`src/rtl/aespim_keyexp_engine_pkg.sv`:
```
// ---------------------------------------------------------------------------
// aespim_pkg
// Shared types and helpers for the aespim key-schedule engine.
//   keyexp_state_e : engine sequencing states (IDLE / EXPAND / DONE)
//   RCON_INIT      : first round constant of the schedule
//   AES_RK_WORDS   : number of 32-bit round-key words for a given Nk
//   aes_xtime      : multiply-by-x in GF(2^8) modulo x^8+x^4+x^3+x+1
//   gf_mul/gf_inv  : GF(2^8) multiply and multiplicative inverse
//   aes_affine     : forward S-box affine transform
//   aes_inv_affine : inverse S-box affine transform
// ---------------------------------------------------------------------------
package aespim_pkg;

    typedef enum logic [1:0] {
        IDLE   = 2'd0,
        EXPAND = 2'd1,
        DONE   = 2'd2
    } keyexp_state_e;

    localparam logic [7:0] RCON_INIT = 8'h01;

    // Nr = Nk + 6 rounds, each needing four words, plus the initial key.
    function automatic int AES_RK_WORDS(input int nk);
        return 4 * (nk + 7);
    endfunction

    function automatic logic [7:0] aes_xtime(input logic [7:0] x);
        return {x[6:0], 1'b0} ^ (x[7] ? 8'h1B : 8'h00);
    endfunction

    // Shift-and-add multiply; unrolls into a fixed XOR network.
    function automatic logic [7:0] gf_mul(input logic [7:0] a, input logic [7:0] b);
        logic [7:0] acc;
        logic [7:0] aa;
        acc = 8'h00;
        aa  = a;
        for (int k = 0; k < 8; k++) begin
            if (b[k]) begin
                acc = acc ^ aa;
            end
            aa = aes_xtime(aa);
        end
        return acc;
    endfunction

    // x^254 is the inverse of x in GF(2^8) and naturally maps 0 to 0.
    // Built as x^2 * x^4 * ... * x^128 by repeated squaring.
    function automatic logic [7:0] gf_inv(input logic [7:0] x);
        logic [7:0] sq;
        logic [7:0] acc;
        sq  = gf_mul(x, x);
        acc = sq;
        for (int k = 0; k < 6; k++) begin
            sq  = gf_mul(sq, sq);
            acc = gf_mul(acc, sq);
        end
        return acc;
    endfunction

    function automatic logic [7:0] aes_affine(input logic [7:0] x);
        return x ^ {x[6:0], x[7]} ^ {x[5:0], x[7:6]} ^ {x[4:0], x[7:5]}
                 ^ {x[3:0], x[7:4]} ^ 8'h63;
    endfunction

    function automatic logic [7:0] aes_inv_affine(input logic [7:0] s);
        return {s[6:0], s[7]} ^ {s[4:0], s[7:5]} ^ {s[1:0], s[7:2]} ^ 8'h05;
    endfunction

endpackage

```
`src/rtl/aespim_keyexp_engine_if.sv`:
```
// ---------------------------------------------------------------------------
// aespim_keyexp_engine_if
// Bus bundle between the datapath (master) and the key-schedule engine
// (slave).
//   key_we_i/key_idx_i/key_data_i : word-serial initial key load
//   start_i                       : begin expansion
//   busy_o/done_o                 : expansion status / completion pulse
//   rk_addr_i/rk_data_o           : round-key read port (1-cycle latency)
// ---------------------------------------------------------------------------
interface aespim_keyexp_engine_if
    import aespim_pkg::*;
#(
    parameter int KEY_WORDS = 4
) ();

    localparam int RK_WORDS = AES_RK_WORDS(KEY_WORDS);
    localparam int ADDR_W   = $clog2(RK_WORDS);
    localparam int IDX_W    = $clog2(KEY_WORDS);

    logic              key_we_i;
    logic [IDX_W-1:0]  key_idx_i;
    logic [31:0]       key_data_i;
    logic              start_i;
    logic              busy_o;
    logic              done_o;
    logic [ADDR_W-1:0] rk_addr_i;
    logic [31:0]       rk_data_o;

    modport master (
        output key_we_i, key_idx_i, key_data_i, start_i, rk_addr_i,
        input  busy_o, done_o, rk_data_o
    );

    modport slave (
        input  key_we_i, key_idx_i, key_data_i, start_i, rk_addr_i,
        output busy_o, done_o, rk_data_o
    );

endinterface

```
`src/rtl/aespim_keyexp_engine_subword.sv`:
```
// ---------------------------------------------------------------------------
// bSbox
// Single AES byte S-box, forward or inverse.
//   A       : input byte
//   encrypt : 1 = forward S-box, 0 = inverse S-box
//   Q       : substituted byte
//
// aespim_subword
// AES SubWord: four forward S-boxes applied bytewise to a 32-bit word.
//   word_i : input word
//   word_o : substituted word
// ---------------------------------------------------------------------------
module bSbox
    import aespim_pkg::*;
(
    input  logic [7:0] A,
    input  logic       encrypt,
    output logic [7:0] Q
);

    logic [7:0] invIn;
    logic [7:0] invOut;

    // The forward box is inverse-then-affine; the inverse box undoes the
    // affine step first and then inverts, sharing one GF inverter.
    always_comb begin
        invIn  = encrypt ? A : aes_inv_affine(A);
        invOut = gf_inv(invIn);
        Q      = encrypt ? aes_affine(invOut) : invOut;
    end

endmodule

module aespim_subword (
    input  logic [31:0] word_i,
    output logic [31:0] word_o
);

    // One S-box per byte lane, always in forward mode for key expansion.
    for (genvar b = 0; b < 4; b++) begin : g_sbox
        bSbox u_sbox (
            .A       (word_i[8*b +: 8]),
            .encrypt (1'b1),
            .Q       (word_o[8*b +: 8])
        );
    end

endmodule

```
`src/rtl/aespim_keyexp_engine.sv`:
```
// ---------------------------------------------------------------------------
// aespim_keyexp_engine
// Self-sequenced AES-128/AES-256 key-schedule generator. The initial key is
// loaded word-serially, a start command expands the full schedule at one
// word per cycle, and the round keys are read back from an internal buffer.
//   clk_i   : clock
//   rst_ni  : asynchronous active-low reset
//   bus     : slave side of aespim_keyexp_engine_if (key load, start,
//             busy/done status, round-key read port)
// Parameters:
//   KEY_WORDS : Nk, 4 (AES-128) or 8 (AES-256)
// ---------------------------------------------------------------------------
module aespim_keyexp_engine
    import aespim_pkg::*;
#(
    parameter int KEY_WORDS = 4
) (
    input  logic                  clk_i,
    input  logic                  rst_ni,
    aespim_keyexp_engine_if.slave bus
);

    localparam int RK_WORDS = AES_RK_WORDS(KEY_WORDS);
    localparam int ADDR_W   = $clog2(RK_WORDS);
    localparam int IDX_W    = $clog2(KEY_WORDS);

    localparam logic [1:0] ST_IDLE   = IDLE;
    localparam logic [1:0] ST_EXPAND = EXPAND;
    localparam logic [1:0] ST_DONE   = DONE;

    localparam logic [ADDR_W-1:0] CNT_INIT = ADDR_W'(KEY_WORDS);
    localparam logic [ADDR_W-1:0] CNT_LAST = ADDR_W'(RK_WORDS - 1);
    localparam logic [IDX_W-1:0]  PH_LAST  = IDX_W'(KEY_WORDS - 1);
    localparam logic [IDX_W-1:0]  PH_HALF  = IDX_W'(KEY_WORDS / 2);

    if (KEY_WORDS != 4 && KEY_WORDS != 8) begin : g_bad_key_words
        $error("aespim_keyexp_engine: KEY_WORDS must be 4 or 8");
    end

    logic [1:0]        state_q, state_d;
    logic [31:0]       win_q [KEY_WORDS];
    logic [31:0]       win_d [KEY_WORDS];
    logic [ADDR_W-1:0] cnt_q, cnt_d;
    logic [IDX_W-1:0]  phase_q, phase_d;
    logic [7:0]        rcon_q, rcon_d;
    logic [31:0]       rdata_q, rdata_d;

    logic [31:0]       buf_q [RK_WORDS];

    logic              bufWe;
    logic [ADDR_W-1:0] bufWaddr;
    logic [31:0]       bufWdata;

    logic [31:0]       prevWord;
    logic [31:0]       subIn;
    logic [31:0]       subOut;
    logic [31:0]       tWord;
    logic [31:0]       newWord;

    // The newest window slot is w[i-1]; RotWord is applied only at the start
    // of each Nk-word group, so one SubWord unit serves both cases.
    assign prevWord = win_q[KEY_WORDS-1];
    assign subIn    = (phase_q == '0) ? {prevWord[23:0], prevWord[31:24]} : prevWord;

    aespim_subword u_subword (
        .word_i (subIn),
        .word_o (subOut)
    );

    // Temp word selection: group start gets SubWord(RotWord) plus rcon,
    // AES-256 additionally substitutes the middle word of each group, and
    // every other word passes w[i-1] through unchanged.
    always_comb begin
        tWord = prevWord;
        if (phase_q == '0) begin
            tWord = subOut ^ {rcon_q, 24'h0};
        end else if (KEY_WORDS == 8 && phase_q == PH_HALF) begin
            tWord = subOut;
        end
    end

    assign newWord = win_q[0] ^ tWord;

    // Sequencing and buffer write selection. In IDLE the key port may write
    // both the window and the buffer, and a simultaneous start sees the
    // updated window on the following cycle. In EXPAND each cycle produces
    // one word, stores it at w[i] and shifts it into the window; the phase
    // counter wraps at Nk so no divider is needed to find i mod Nk.
    always_comb begin
        state_d  = state_q;
        cnt_d    = cnt_q;
        phase_d  = phase_q;
        rcon_d   = rcon_q;
        win_d    = win_q;
        bufWe    = 1'b0;
        bufWaddr = cnt_q;
        bufWdata = newWord;

        case (state_q)
            ST_IDLE: begin
                if (bus.key_we_i) begin
                    win_d[bus.key_idx_i] = bus.key_data_i;
                    bufWe    = 1'b1;
                    bufWaddr = ADDR_W'(bus.key_idx_i);
                    bufWdata = bus.key_data_i;
                end
                if (bus.start_i) begin
                    state_d = ST_EXPAND;
                    cnt_d   = CNT_INIT;
                    phase_d = '0;
                    rcon_d  = RCON_INIT;
                end
            end
            ST_EXPAND: begin
                bufWe = 1'b1;
                for (int j = 0; j < KEY_WORDS - 1; j++) begin
                    win_d[j] = win_q[j+1];
                end
                win_d[KEY_WORDS-1] = newWord;
                cnt_d   = cnt_q + ADDR_W'(1);
                phase_d = (phase_q == PH_LAST) ? '0 : phase_q + IDX_W'(1);
                if (phase_q == '0) begin
                    rcon_d = aes_xtime(rcon_q);
                end
                if (cnt_q == CNT_LAST) begin
                    state_d = ST_DONE;
                end
            end
            ST_DONE: begin
                state_d = ST_IDLE;
            end
            default: begin
                state_d = ST_IDLE;
            end
        endcase
    end

    // Registered read port. Addresses past the end of the schedule read as
    // zero; in-range reads see the buffer before this cycle's write lands.
    always_comb begin
        rdata_d = 32'h0;
        if (int'(bus.rk_addr_i) < RK_WORDS) begin
            rdata_d = buf_q[bus.rk_addr_i];
        end
    end

    // Control state, window and read register. A reset mid-run returns the
    // engine to a clean idle state with an all-zero window.
    always_ff @(posedge clk_i or negedge rst_ni) begin
        if (!rst_ni) begin
            state_q <= ST_IDLE;
            cnt_q   <= '0;
            phase_q <= '0;
            rcon_q  <= 8'h00;
            rdata_q <= 32'h0;
            for (int j = 0; j < KEY_WORDS; j++) begin
                win_q[j] <= 32'h0;
            end
        end else begin
            state_q <= state_d;
            cnt_q   <= cnt_d;
            phase_q <= phase_d;
            rcon_q  <= rcon_d;
            rdata_q <= rdata_d;
            win_q   <= win_d;
        end
    end

    // Round-key storage: single write port, no reset, so it can map onto
    // distributed RAM. Its contents are meaningless until rewritten.
    always_ff @(posedge clk_i) begin
        if (bufWe) begin
            buf_q[bufWaddr] <= bufWdata;
        end
    end

    assign bus.busy_o    = (state_q == ST_EXPAND);
    assign bus.done_o    = (state_q == ST_DONE);
    assign bus.rk_data_o = rdata_q;

endmodule

```
`src/flat_wrapper.sv`:
```
// flat-port wrapper written by rule: the top's interface ports become plain ports
module aespim_keyexp_engine_flat import aespim_pkg::*;
#(
    parameter int KEY_WORDS = 4
)
  (clk_i, rst_ni, bus_key_we_i, bus_key_idx_i, bus_key_data_i, bus_start_i, bus_rk_addr_i, bus_busy_o, bus_done_o, bus_rk_data_o);
  aespim_keyexp_engine_if #(.KEY_WORDS(KEY_WORDS)) bus_i ();
  input  logic clk_i;
  input  logic rst_ni;
  input wire logic [$bits(bus_i.key_we_i)-1:0] bus_key_we_i;
  input wire logic [$bits(bus_i.key_idx_i)-1:0] bus_key_idx_i;
  input wire logic [$bits(bus_i.key_data_i)-1:0] bus_key_data_i;
  input wire logic [$bits(bus_i.start_i)-1:0] bus_start_i;
  input wire logic [$bits(bus_i.rk_addr_i)-1:0] bus_rk_addr_i;
  output wire logic [$bits(bus_i.busy_o)-1:0] bus_busy_o;
  output wire logic [$bits(bus_i.done_o)-1:0] bus_done_o;
  output wire logic [$bits(bus_i.rk_data_o)-1:0] bus_rk_data_o;
  assign bus_i.key_we_i = bus_key_we_i;
  assign bus_i.key_idx_i = bus_key_idx_i;
  assign bus_i.key_data_i = bus_key_data_i;
  assign bus_i.start_i = bus_start_i;
  assign bus_i.rk_addr_i = bus_rk_addr_i;
  assign bus_busy_o = bus_i.busy_o;
  assign bus_done_o = bus_i.done_o;
  assign bus_rk_data_o = bus_i.rk_data_o;
  aespim_keyexp_engine #(.KEY_WORDS(KEY_WORDS)) u_core (.clk_i(clk_i), .rst_ni(rst_ni), .bus(bus_i));
endmodule
```
`config.mk`:
```
export PLATFORM = sky130hd
export DESIGN_NAME = aespim_keyexp_engine_flat
export DESIGN_NICKNAME = d
export VERILOG_FILES = /design/src/rtl/aespim_keyexp_engine_pkg.sv /design/src/rtl/aespim_keyexp_engine_if.sv /design/src/rtl/aespim_keyexp_engine_subword.sv /design/src/rtl/aespim_keyexp_engine.sv /design/src/flat_wrapper.sv
export SDC_FILE = /design/constraint.sdc
export NUM_CORES = 2
export LEC_CHECK = 0
export BUFFER_PORTS_ARGS = -buffer_cell sky130_fd_sc_hd__buf_2
export CAP_MARGIN = 20
export CELL_PAD_IN_SITES_DETAIL_PLACEMENT = 1
export CELL_PAD_IN_SITES_GLOBAL_PLACEMENT = 2
export CORE_ASPECT_RATIO = 1.75
export CORE_MARGIN = 10
export CORE_UTILIZATION = 45
export DETAILED_ROUTE_END_ITERATION = 8
export GPL_TIMING_DRIVEN = 0
export PLACE_DENSITY = 0.84
export SYNTH_ARGS = -nofsm -noshare
export SYNTH_HDL_FRONTEND = slang
export SYNTH_SLANG_ARGS = --single-unit
```
`constraint.sdc`:
```
create_clock -name clk_i -period 20.7 [get_ports clk_i]
set_input_delay 3.105 -clock clk_i [delete_from_list [all_inputs] [get_ports clk_i]]
set_output_delay 3.105 -clock clk_i [all_outputs]
set_load 0.05 [all_outputs]
```
==> impl_metrics.csv <==
group,metric,value,unit
sta,final_hold_viol_count,0,
hold_path,min_path_type,"reg2reg",
synth,synth_area_leaders,"edfxtp_1 36%, xnor2_1 11%, mux4_2 8.0%",
placed_design,pre_cts_ws,-1.78,ns
layout,fin_area,0.130,mm²
critical_path,startpoint_type,"flip-flop",
route,drt-pass1-iter-count,8,
clock_network,clock_path_buffers,3,
clock_network,h-tree-depth,3,
synth,yosysMostFrequentCell,"xnor2_1",
critical_path,required,21.16,ns
sta,slew_headroom,-1.99,%
floorplanning,chipHeight,696,µm
synth,synthFlopType,"edfxtp_1",
sta,grt_setup_unrepaired,"true",
critical_path,critPathBufInv,10,
critical_path,cp.depth,58,
hold_path,hold_depth,2,
placed_design,gp_congestion,0.908,
flow_run,drv_cap,1,
critical_path,timing.rr.end,"u_core.buf_q[18][28]$_DFFE_PP_",
global_routing,grt_util_all_layers,28.5,%
power,irDropWorstVdd,108,µV
critical_path,max_stage_delay,0.73,ns
floorplanning,start_util,45.2,%
synth,synth_top_area_share,36.0,%
synth,synth_edf_count,1408,
critical_path,critical_path.top_delay_family,"XOR/XNOR gates",
run_status,outcome,"finished, violations left",
synth,syn-cell-area,0.118,mm²
critical_path,reg2reg_slack,0.82,ns
critical_path,worstSetupEndpointType,"flip-flop",
critical_path,crit_path_end,"u_core.buf_q[18][28]$_DFFE_PP_",
synth,yosysWarnings,0,
layout,finalNetCount,10800,
route,top_layer_used,"met5",
floorplanning,dieArea,0.283,mm²
clock_network,cts_inserted_buffers,116,
global_routing,grt_overflow,0,
global_routing,antenna_found_initial,37,
sta,skew,0.0622,ns
critical_path,timing.rr.start,"u_core.phase_q[0]$_DFFE_PN0P_",
critical_path,arrival,20.34,ns
placed_design,portBuffers,71,
synth,syn_inst,10400,
floorplanning,io_pins,78,
synth,syn_avg_cell_area,11.3,µm²
route,vias,87400,
layout,fillers,27300,
synth,synth_common_cells,"1,539 x xnor2_1, 1,408 x edfxtp_1, 1,263 x nor2_1, 897 x nand2_1, 500 x xor2_1",
clock_network,insertion_delay,0.78,ns
route,wl_met1,146000,µm
route,antenna_left,0,
synth,yosys.area.top_type,"edfxtp_1",
placed_design,dpl.hpwl,299000,µm
route,met3WireLength,23700,µm
layout,area.growth.synth_to_final,10.8,%
floorplanning,die_w,406,µm
sta,fin_crit,19.88,ns
sta,final_max_slew_viol_count,12,
sta,worst_pin_slew,1.53,ns
placed_design,place_area,0.125,mm²
synth,synth-async-reset-ratio,11.2,%
global_routing,grt_pass1_wl,615000,µm
power,p_leak,47.1,nW
layout,drive_above_1_share,13.9,%
sta,setup_viol,0,
route,wl_per_cell,29.7,µm
route,drc,0,
route,vias_per_cell,6.16,
floorplanning,num_rows,248,
placed_design,numPlacedInstances,13900,
critical_path,cp_max_fo,40,
critical_path,critPathMostFrequentCell,"xor2_1",
clock_network,cts_tree,"done",
power,powerDensity,48.2,mW/mm²
critical_path,cpMaxStageDelayCell,"xor2_1",
synth,syn-num-nets,10400,
clock_network,clk_pin_slew_worst_paths,0.08,ns
critical_path,crit_type,"reg2reg",
route,routed_wl,421000,µm
clock_network,hold_buffers,0,
critical_path,setup.worst_path.start,"u_core.phase_q[0]$_DFFE_PN0P_",
sta,hold_slack,0.466,ns
sta,period_share,96.0,%
layout,fin_cells,14200,
global_routing,grt_pass1_vias,92700,
clock_network,cts_root_buf,"clkbuf_16",
synth,synth_cell_types,120,
sta,layout_setup_ws,0.819,ns
run_status,violations,"capacitance limit, slew limit",
critical_path,worstRegToRegCells,58,
global_routing,grt_start_max_net_pins,101,
power,p_total,6.27,mW
route,wl_met2,227000,µm
clock_network,clkSinkCount,1586,
synth,seq_area_frac_synth,39.8,%
route,initialDrtViolationCount,7332,
floorplanning,core-area,0.260,mm²
sta,max_freq,0.0503,GHz
synth,ys_ff_latch,1586,
==> state kept, by name, indices dropped and copies added (netlist names) <==
| register | flops |
|---|---|
| u_core.buf_q | 1408 |
| u_core.win_q | 96 |
| u_core.bus.rk_data_o | 32 |
| u_core.prevWord | 32 |
| u_core.rcon_q | 8 |
| u_core.cnt_q | 6 |
| u_core.phase_q | 2 |
| u_core.state_q | 2 |
==> worst min-delay path by stage <==
stage                            startpoint                       endpoint  slack (ns)
2_1_floorplan  u_core.win_q[32]$_DFFE_PN0P_   u_core.win_q[64]$_DFFE_PN0P_        0.45
3_3_place_gp   u_core.win_q[88]$_DFFE_PN0P_  u_core.win_q[120]$_DFFE_PN0P_        0.46
3_5_place_dp   u_core.win_q[66]$_DFFE_PN0P_   u_core.win_q[98]$_DFFE_PN0P_        0.47
4_1_cts        u_core.win_q[45]$_DFFE_PN0P_   u_core.win_q[77]$_DFFE_PN0P_        0.46
5_1_grt        u_core.win_q[45]$_DFFE_PN0P_   u_core.win_q[77]$_DFFE_PN0P_        0.47
6_report       u_core.win_q[45]$_DFFE_PN0P_   u_core.win_q[77]$_DFFE_PN0P_        0.47
==> power by group <==
part	leakage, nW	internal, mW	switching (mW)
clock	2.02	1.32	1.22
sequential	14.6	3.44	0.00355
combinational	30.4	0.108	0.182
==> through the flow <==
stage	setup TNS [ns]	util (%)
6_report	0	50.0
5_1_grt	-1.51	50.0
4_1_cts	0	49.6
3_5_place_dp	-513.78	47.9
3_3_place_gp	-2590.08	46.9
2_1_floorplan	0	-
==> metal layers <==
layer,vias up,GRT usage (%)
met3,1066,3.62
met4,46,13.8
li1,38000,-
met2,3595,54.3
met5,-,0
met1,44700,30.6
==> cell type report <==
class	instances	area [µm²]	area share, %
clock inverters	92	1160	0.895
multi-input cells	8045	69100	53.1
flip-flops and latches	1586	46700	35.9
inverters	91	342	0.262
plain buffers	647	2800	2.15
well taps	3375	4220	3.24
diodes	11	27.5	0.0211
clock buffers	130	3020	2.32
repair buffers	210	2800	2.15
==> cell families after synthesis <==
group	count (synthesis)	synth area share (%)
compound gates	1629	8.88
xor+xnor	2623	25.7
fa+ha+maj	23	0.245
buf+inv	743	2.68
flops	1586	39.8
mux	911	12.4
simple gates	2857	10.4
==> cells in the final DEF, fill, tap and decap left out, types with 59 or more instances in the layout <==
cell type / count
xnor2_1: 1504
edfxtp_1: 1408
nor2_1: 1216
nand2_1: 890
xor2_1: 477
mux4_2: 419
mux2i_1: 408
a21oi_1: 397
clkbuf_1: 395
o21ai_0: 358
xnor3_1: 351
buf_2: 193
dfrtp_1: 178
nor3_1: 154
nand3_1: 146
o22ai_1: 140
xnor2_2: 130
clkbuf_16: 117
buf_1: 81
nor2b_1: 80
a211oi_1: 74
buf_12: 73
inv_1: 73
a31oi_1: 68
xor2_2: 64
nand2b_1: 63
buf_4: 62
o21ai_1: 59
==> tightest hold or removal path: stages, from the launching register on <==
cell and delay (ns):
dfrtp_1 0.36, nand2_1 0.05, o21ai_0 0.06
==> timing repair <==
item / in CTS / in global routing
pin swaps: 4 / 12
buffers inserted: 7 / 14
gates cloned: 1 / 1
setup endpoints to repair: 564 / 1440
gates resized for setup: 25 / 105
(Power assumes the default switching activity.)
